$ cat config.mk
export PLATFORM = sky130hd
export DESIGN_NAME = traffic_phase_ctrl
export DESIGN_NICKNAME = d
export VERILOG_FILES = /design/src/rtl/traffic_pkg.sv /design/src/rtl/phase_timer.sv /design/src/rtl/traffic_phase_ctrl.sv
export SDC_FILE = /design/constraint.sdc
export NUM_CORES = 1
export LEC_CHECK = 0
export ABC_AREA = 1
export BUFFER_PORTS_ARGS = -buffer_cell sky130_fd_sc_hd__buf_2
export CAP_MARGIN = 40
export CORE_MARGIN = 5
export CORE_UTILIZATION = 50
export CTS_CLUSTER_DIAMETER = 80
export DETAILED_ROUTE_END_ITERATION = 12
export HOLD_SLACK_MARGIN = 0.1
export PLACE_DENSITY_LB_ADDON = 0.05
export SLEW_MARGIN = 10
export SYNTH_ARGS = -nofsm -noshare
export SYNTH_HDL_FRONTEND = slang
export SYNTH_HIERARCHICAL = 1
export SYNTH_SLANG_ARGS = --single-unit
$ cat constraint.sdc
create_clock -name clk -period 4 [get_ports clk]
set_input_delay 0.6 -clock clk [delete_from_list [all_inputs] [get_ports clk]]
set_output_delay 0.6 -clock clk [all_outputs]
set_load 0.01 [all_outputs]
$ cat src/rtl/traffic_pkg.sv
// Shared encodings for the intersection phase sequencer: phase codes, light patterns, count width.
package traffic_pkg;

    localparam int CNT_W = 5;

    typedef enum logic [2:0] {
        NS_GREEN  = 3'd0,
        NS_YELLOW = 3'd1,
        RED_A     = 3'd2,
        EW_GREEN  = 3'd3,
        EW_YELLOW = 3'd4,
        RED_B     = 3'd5
    } phase_e;

    localparam logic [2:0] RED = 3'b100;
    localparam logic [2:0] YEL = 3'b010;
    localparam logic [2:0] GRN = 3'b001;

    function automatic logic [2:0] ns_light_of(input phase_e p);
        case (p)
            NS_GREEN:  return GRN;
            NS_YELLOW: return YEL;
            default:   return RED;
        endcase
    endfunction

    function automatic logic [2:0] ew_light_of(input phase_e p);
        case (p)
            EW_GREEN:  return GRN;
            EW_YELLOW: return YEL;
            default:   return RED;
        endcase
    endfunction

    // The EW road owns the shared data path from its green through its clearance.
    function automatic logic ew_owned(input phase_e p);
        return (p == EW_GREEN) || (p == EW_YELLOW) || (p == RED_B);
    endfunction

    function automatic phase_e next_phase(input phase_e p);
        case (p)
            NS_GREEN:  return NS_YELLOW;
            NS_YELLOW: return RED_A;
            RED_A:     return EW_GREEN;
            EW_GREEN:  return EW_YELLOW;
            EW_YELLOW: return RED_B;
            default:   return NS_GREEN;
        endcase
    endfunction

endpackage

$ cat src/rtl/phase_timer.sv
// Loadable down-counter that saturates at 0; load wins over decrement.
// One-cycle latency from load/en to cnt; no backpressure.
module phase_timer
    import traffic_pkg::*;
#(
    parameter logic [CNT_W-1:0] RST_VAL = '0
) (
    input  logic             clk,
    input  logic             rst,
    input  logic             load,
    input  logic [CNT_W-1:0] load_val,
    input  logic             en,
    output logic [CNT_W-1:0] cnt,
    output logic             last
);

    logic [CNT_W-1:0] r_cnt;

    always_ff @(posedge clk) begin
        if (rst) begin
            r_cnt <= RST_VAL;
        end else if (load) begin
            r_cnt <= load_val;
        end else if (en && (r_cnt != '0)) begin
            r_cnt <= r_cnt - 1'b1;
        end
    end

    assign cnt  = r_cnt;
    assign last = (r_cnt == CNT_W'(1));

endmodule

$ cat src/rtl/traffic_phase_ctrl.sv
// Two-road phase sequencer: NS holds green until an EW request is latched, then one EW cycle runs.
// All outputs registered, one cycle after tick; no backpressure, tick=0 freezes timing.
module traffic_phase_ctrl
    import traffic_pkg::*;
#(
    parameter int unsigned GREEN_NS_T = 20,
    parameter int unsigned GREEN_EW_T = 15,
    parameter int unsigned YELLOW_T   = 3,
    parameter int unsigned RED_T      = 1
) (
    input  logic             clk,
    input  logic             rst,
    input  logic             tick,
    input  logic             ew_req,
    output logic [2:0]       ns_light,
    output logic [2:0]       ew_light,
    output logic             sel,
    output logic [CNT_W-1:0] cnt,
    output logic [2:0]       phase
);

    function automatic logic [CNT_W-1:0] dur_of(input phase_e p);
        case (p)
            NS_YELLOW, EW_YELLOW: return CNT_W'(YELLOW_T);
            RED_A, RED_B:         return CNT_W'(RED_T);
            EW_GREEN:             return CNT_W'(GREEN_EW_T);
            default:              return CNT_W'(GREEN_NS_T);
        endcase
    endfunction

    phase_e           r_state;
    logic             r_req_pend;
    logic [2:0]       r_ns_light;
    logic [2:0]       r_ew_light;
    logic             r_sel;

    logic [CNT_W-1:0] w_cnt;
    logic             w_last;
    logic             w_zero;
    logic             w_adv;
    phase_e           w_nxt_state;

    assign w_zero = (w_cnt == '0);

    // NS green may sit at 0 indefinitely; every other phase leaves on its last tick.
    always_comb begin
        w_adv = 1'b0;
        if (tick) begin
            if (r_state == NS_GREEN) begin
                w_adv = r_req_pend && (w_last || w_zero);
            end else begin
                w_adv = w_last || w_zero;
            end
        end
        w_nxt_state = w_adv ? next_phase(r_state) : r_state;
    end

    phase_timer #(
        .RST_VAL (CNT_W'(GREEN_NS_T))
    ) u_timer (
        .clk      (clk),
        .rst      (rst),
        .load     (w_adv),
        .load_val (dur_of(w_nxt_state)),
        .en       (tick),
        .cnt      (w_cnt),
        .last     (w_last)
    );

    always_ff @(posedge clk) begin
        if (rst) begin
            r_state    <= NS_GREEN;
            r_req_pend <= 1'b0;
            r_ns_light <= GRN;
            r_ew_light <= RED;
            r_sel      <= 1'b0;
        end else begin
            r_state    <= w_nxt_state;
            r_ns_light <= ns_light_of(w_nxt_state);
            r_ew_light <= ew_light_of(w_nxt_state);
            r_sel      <= ew_owned(w_nxt_state);
            // Entering EW green consumes the request, even if one is seen that same cycle.
            if (w_adv && (w_nxt_state == EW_GREEN)) begin
                r_req_pend <= 1'b0;
            end else if (ew_req && (r_state != EW_GREEN)) begin
                r_req_pend <= 1'b1;
            end
        end
    end

    assign ns_light = r_ns_light;
    assign ew_light = r_ew_light;
    assign sel      = r_sel;
    assign cnt      = w_cnt;
    assign phase    = r_state;

endmodule

==> impl_summary.log <==
[metrics] die area: 2788 µm²
[metrics] Post-CTS Hold Buffers: 0
[metrics] total leakage power: 0.5598 nW
[metrics] Worst Slack Setup Final: 1997 ps
[metrics] share of post-route cells with drive strength above 1: 24.84%
[metrics] effective utilization at floorplan: 53.04%
[metrics] final max-slew violation count: 0
[metrics] tightest slew margin relative to the limit: 75.35%
[metrics] commonest non-fill, non-tap cell in the layout: sky130_fd_sc_hd__nand2_1
[metrics] simple-gate share of the synthesized area: 44.13%
[metrics] Max Clock Freq: 0.4992 GHz
[metrics] final antenna-violating net count: 0
[metrics] combinational family with the most area after synthesis: simple AND/OR/NAND/NOR gates
[metrics] horizontal extent of the die: 52.80 µm
[metrics] dominant synthesized flop cell: sky130_fd_sc_hd__dfxtp_1
[metrics] clock latency on the worst-skew pair: 280 ps
[metrics] clock edge transition at the registers on the reported setup and hold paths: 90 ps
[metrics] yosys synthesis warning count: 6
[metrics] Wirelength per Cell: 11.53 µm
[metrics] worst setup slack after placement: 2052 ps
[metrics] gr usage total: 16.06%
[metrics] post-cts sizing count: 0
[metrics] io pins: 19
[metrics] unrepaired setup endpoints after global routing: false
[metrics] DRT Pass-1 Iters: 4
[metrics] number of port buffers: 18
[metrics] via density per instance: 5.000
[metrics] sequential fraction of the synthesis area: 34.97%
[metrics] wire length of the first global-routing pass: 3312 µm
[metrics] placeable core area: 1727 µm²
[metrics] total number of nets in the final design: 160
[metrics] initial antenna violation count: 0
[metrics] number of max-cap violations: 0
[metrics] number of setup buffers added after CTS: 0
[metrics] number of enable-type register cells in the synthesized netlist: 0
[metrics] XOR/XNOR Fraction of Synth Area: 0%
[metrics] final hold violations: 0
[metrics] pwr dens: 308.1 nW/µm²
[metrics] data arrival time of the critical path: 2170 ps
[metrics] Crit. End Element: register
[metrics] H-tree depth: 1
[metrics] syn_area_per_cell: 6.835 µm²
[metrics] mux contribution to synthesized area: 0%
[metrics] Max VDD drop: 0.1747 mV
[metrics] DRC violations left: 0
[metrics] standard-cell row count: 15
[metrics] async set-or-reset flop fraction in the synthesized netlist: 0%
[metrics] Layout Skew: 5.008 ps
[metrics] pin slew with the least headroom to its limit: 369.3 ps
[metrics] clock tree sinks: 16
[metrics] master cell of the clock root buffer: sky130_fd_sc_hd__clkbuf_4
[metrics] number of buffers between clock root and the deepest sink: 2
[metrics] residual overflow from global routing: 0
[metrics] CP Class: reg -> reg
[metrics] Critical Path RT: 4160 ps
[metrics] vias after detailed routing: 890
[metrics] area grow syn2layout: 15.71%
[metrics] maximum number of pins on one net before global-route repair: 15
[metrics] run status: complete, no violations
[metrics] cell area after synthesis: 915.9 µm²
[metrics] number of global-route vias before repair: 778
[metrics] Yosys cell types: 20
[metrics] most used cells in the layout excluding fill and tap cells: sky130_fd_sc_hd__nand2_1 (32), sky130_fd_sc_hd__nand3_1 (20), sky130_fd_sc_hd__buf_2 (18), sky130_fd_sc_hd__dfxtp_1 (16), sky130_fd_sc_hd__inv_1 (15)
[metrics] Num CTS Buffers: 3
[metrics] Max FO, Critical Path: 7
[metrics] clock tree from TritonCTS: yes
[metrics] period utilization: 50.08%
[metrics] DRC marker count from the first detailed-route iteration: 27
[metrics] sort of element at the start of the critical path: register
[metrics] height of the chip: 52.80 µm
[metrics] DRT Wirelength: 2053 µm
[metrics] Cells after Synth: 134
[metrics] post-synth net total: 140
[metrics] Fin Setup TNS: 0 ps
[metrics] weighted congestion reported at the end of routability-driven placement: 0.8738
[metrics] Tightest Hold Check Type: reg -> reg
[metrics] antenna cell count: 0
[metrics] post-synthesis compound-gate area fraction: 9.699%
[metrics] clock period minus worst slack: 2003 ps
[metrics] detailed placer's ending HPWL: 1530 µm
[metrics] count of final setup violators: 0
[metrics] adder-cell share of the synthesized area: 2.732%
[metrics] post-synthesis sequential element count: 16
[final timing paths]
kind,startpoint,to,slack (ps),cells past startpoint
worst max-delay path,u_timer/cnt[1],u_timer/cnt[0],2000,16
worst min-delay path,u_timer/cnt[4],u_timer/cnt[4],530,2
worst max register to register,u_timer/cnt[1],u_timer/cnt[0],2000,16
worst min register to register,u_timer/cnt[4],u_timer/cnt[4],530,2
[per-stage QoR]
step	total power, W	instance area, µm²	hold WS, ps	utilization [%]	std cells
finish	0.0003266	1060	529.2	61.38	178
detailed placement	0.0002246	1023	509.3	59.28	174
global route	0.0003466	1060	552.6	61.38	178
CTS	0.0003322	1060	532.2	61.38	178
floorplan	0.0002099	915.9	523.6	-	134
global placement	0.0002245	1023	521.3	59.28	174
[report_power, final]
part | internal (W) | total, W | switching, W
clock network | 0.0000553 | 0.000105 | 0.0000501
registers | 0.000165 | 0.000173 | 0.00000812
logic | 0.0000191 | 0.0000478 | 0.0000288
total | 0.000240 | 0.000327 | 0.0000870
[synth_stat cells, types with 2 or more instances]
library cell	count	area share, %
sky130_fd_sc_hd__nand2_2	4	2.7
sky130_fd_sc_hd__nand3_2	4	4.4
sky130_fd_sc_hd__nand3_1	20	11
sky130_fd_sc_hd__nand2_1	32	13
sky130_fd_sc_hd__nor2_1	12	4.9
sky130_fd_sc_hd__a21oi_1	11	6.0
sky130_fd_sc_hd__ha_1	2	2.7
sky130_fd_sc_hd__nand3b_1	2	1.6
sky130_fd_sc_hd__o21ai_0	3	1.6
sky130_fd_sc_hd__inv_1	15	6.1
sky130_fd_sc_hd__nand2_4	2	2.5
sky130_fd_sc_hd__inv_2	2	0.82
sky130_fd_sc_hd__buf_2	2	1.1
sky130_fd_sc_hd__nor2_2	2	1.4
sky130_fd_sc_hd__dfxtp_1	16	35
[final cells by class]
type | count | area (µm²)
clock buffer | 4 | 36.28
inverter | 17 | 63.81
timing repair buffer | 18 | 90.09
fill | 179 | 666.9
sequential | 16 | 320.3
tap | 25 | 31.28
multi-input combinational | 98 | 518.0
[critical path, stage by stage (launching register included)]
cell                      delay [ps]
sky130_fd_sc_hd__dfxtp_1         420
sky130_fd_sc_hd__inv_1            90
sky130_fd_sc_hd__ha_1            180
sky130_fd_sc_hd__nand2_1          60
sky130_fd_sc_hd__nor2_1           30
sky130_fd_sc_hd__inv_1            50
sky130_fd_sc_hd__nand2_1         150
sky130_fd_sc_hd__nand2_4         140
sky130_fd_sc_hd__nand2_1          60
sky130_fd_sc_hd__nand2_1         150
sky130_fd_sc_hd__nand3_2         140
sky130_fd_sc_hd__nand2_2         100
sky130_fd_sc_hd__inv_2            30
sky130_fd_sc_hd__nand2_1          40
sky130_fd_sc_hd__o21ai_0          90
sky130_fd_sc_hd__nand2_1          80
sky130_fd_sc_hd__a21oi_1          60
[flip-flops by register name (all words and copies together), names as in the netlist]
signal and count:
r_req_pend 1, sel 1, phase 3, ew_light 3
u_timer/cnt 5, ns_light 3
[logic make-up after synthesis]
logic type	count (synthesis)
adders and majority gates	2
DFF	16
and+or+nand+nor	81
buffers and inverters	20
AOI/OAI and AO/OA	15
[metal layers]
layer | track usage [%] | vias to the layer above | part of all wire [%] | routed length, µm
met3 | 4.274 | 2 | 5.9 | 122
met4 | 7.234 | 0 | 0.93 | 19
met1 | 19.76 | 395 | 47 | 962
li1 | - | 467 | - | -
met5 | 0 | - | 0 | 0
met2 | 25.83 | 26 | 46 | 949
Power figures use the tool's default switching activity.
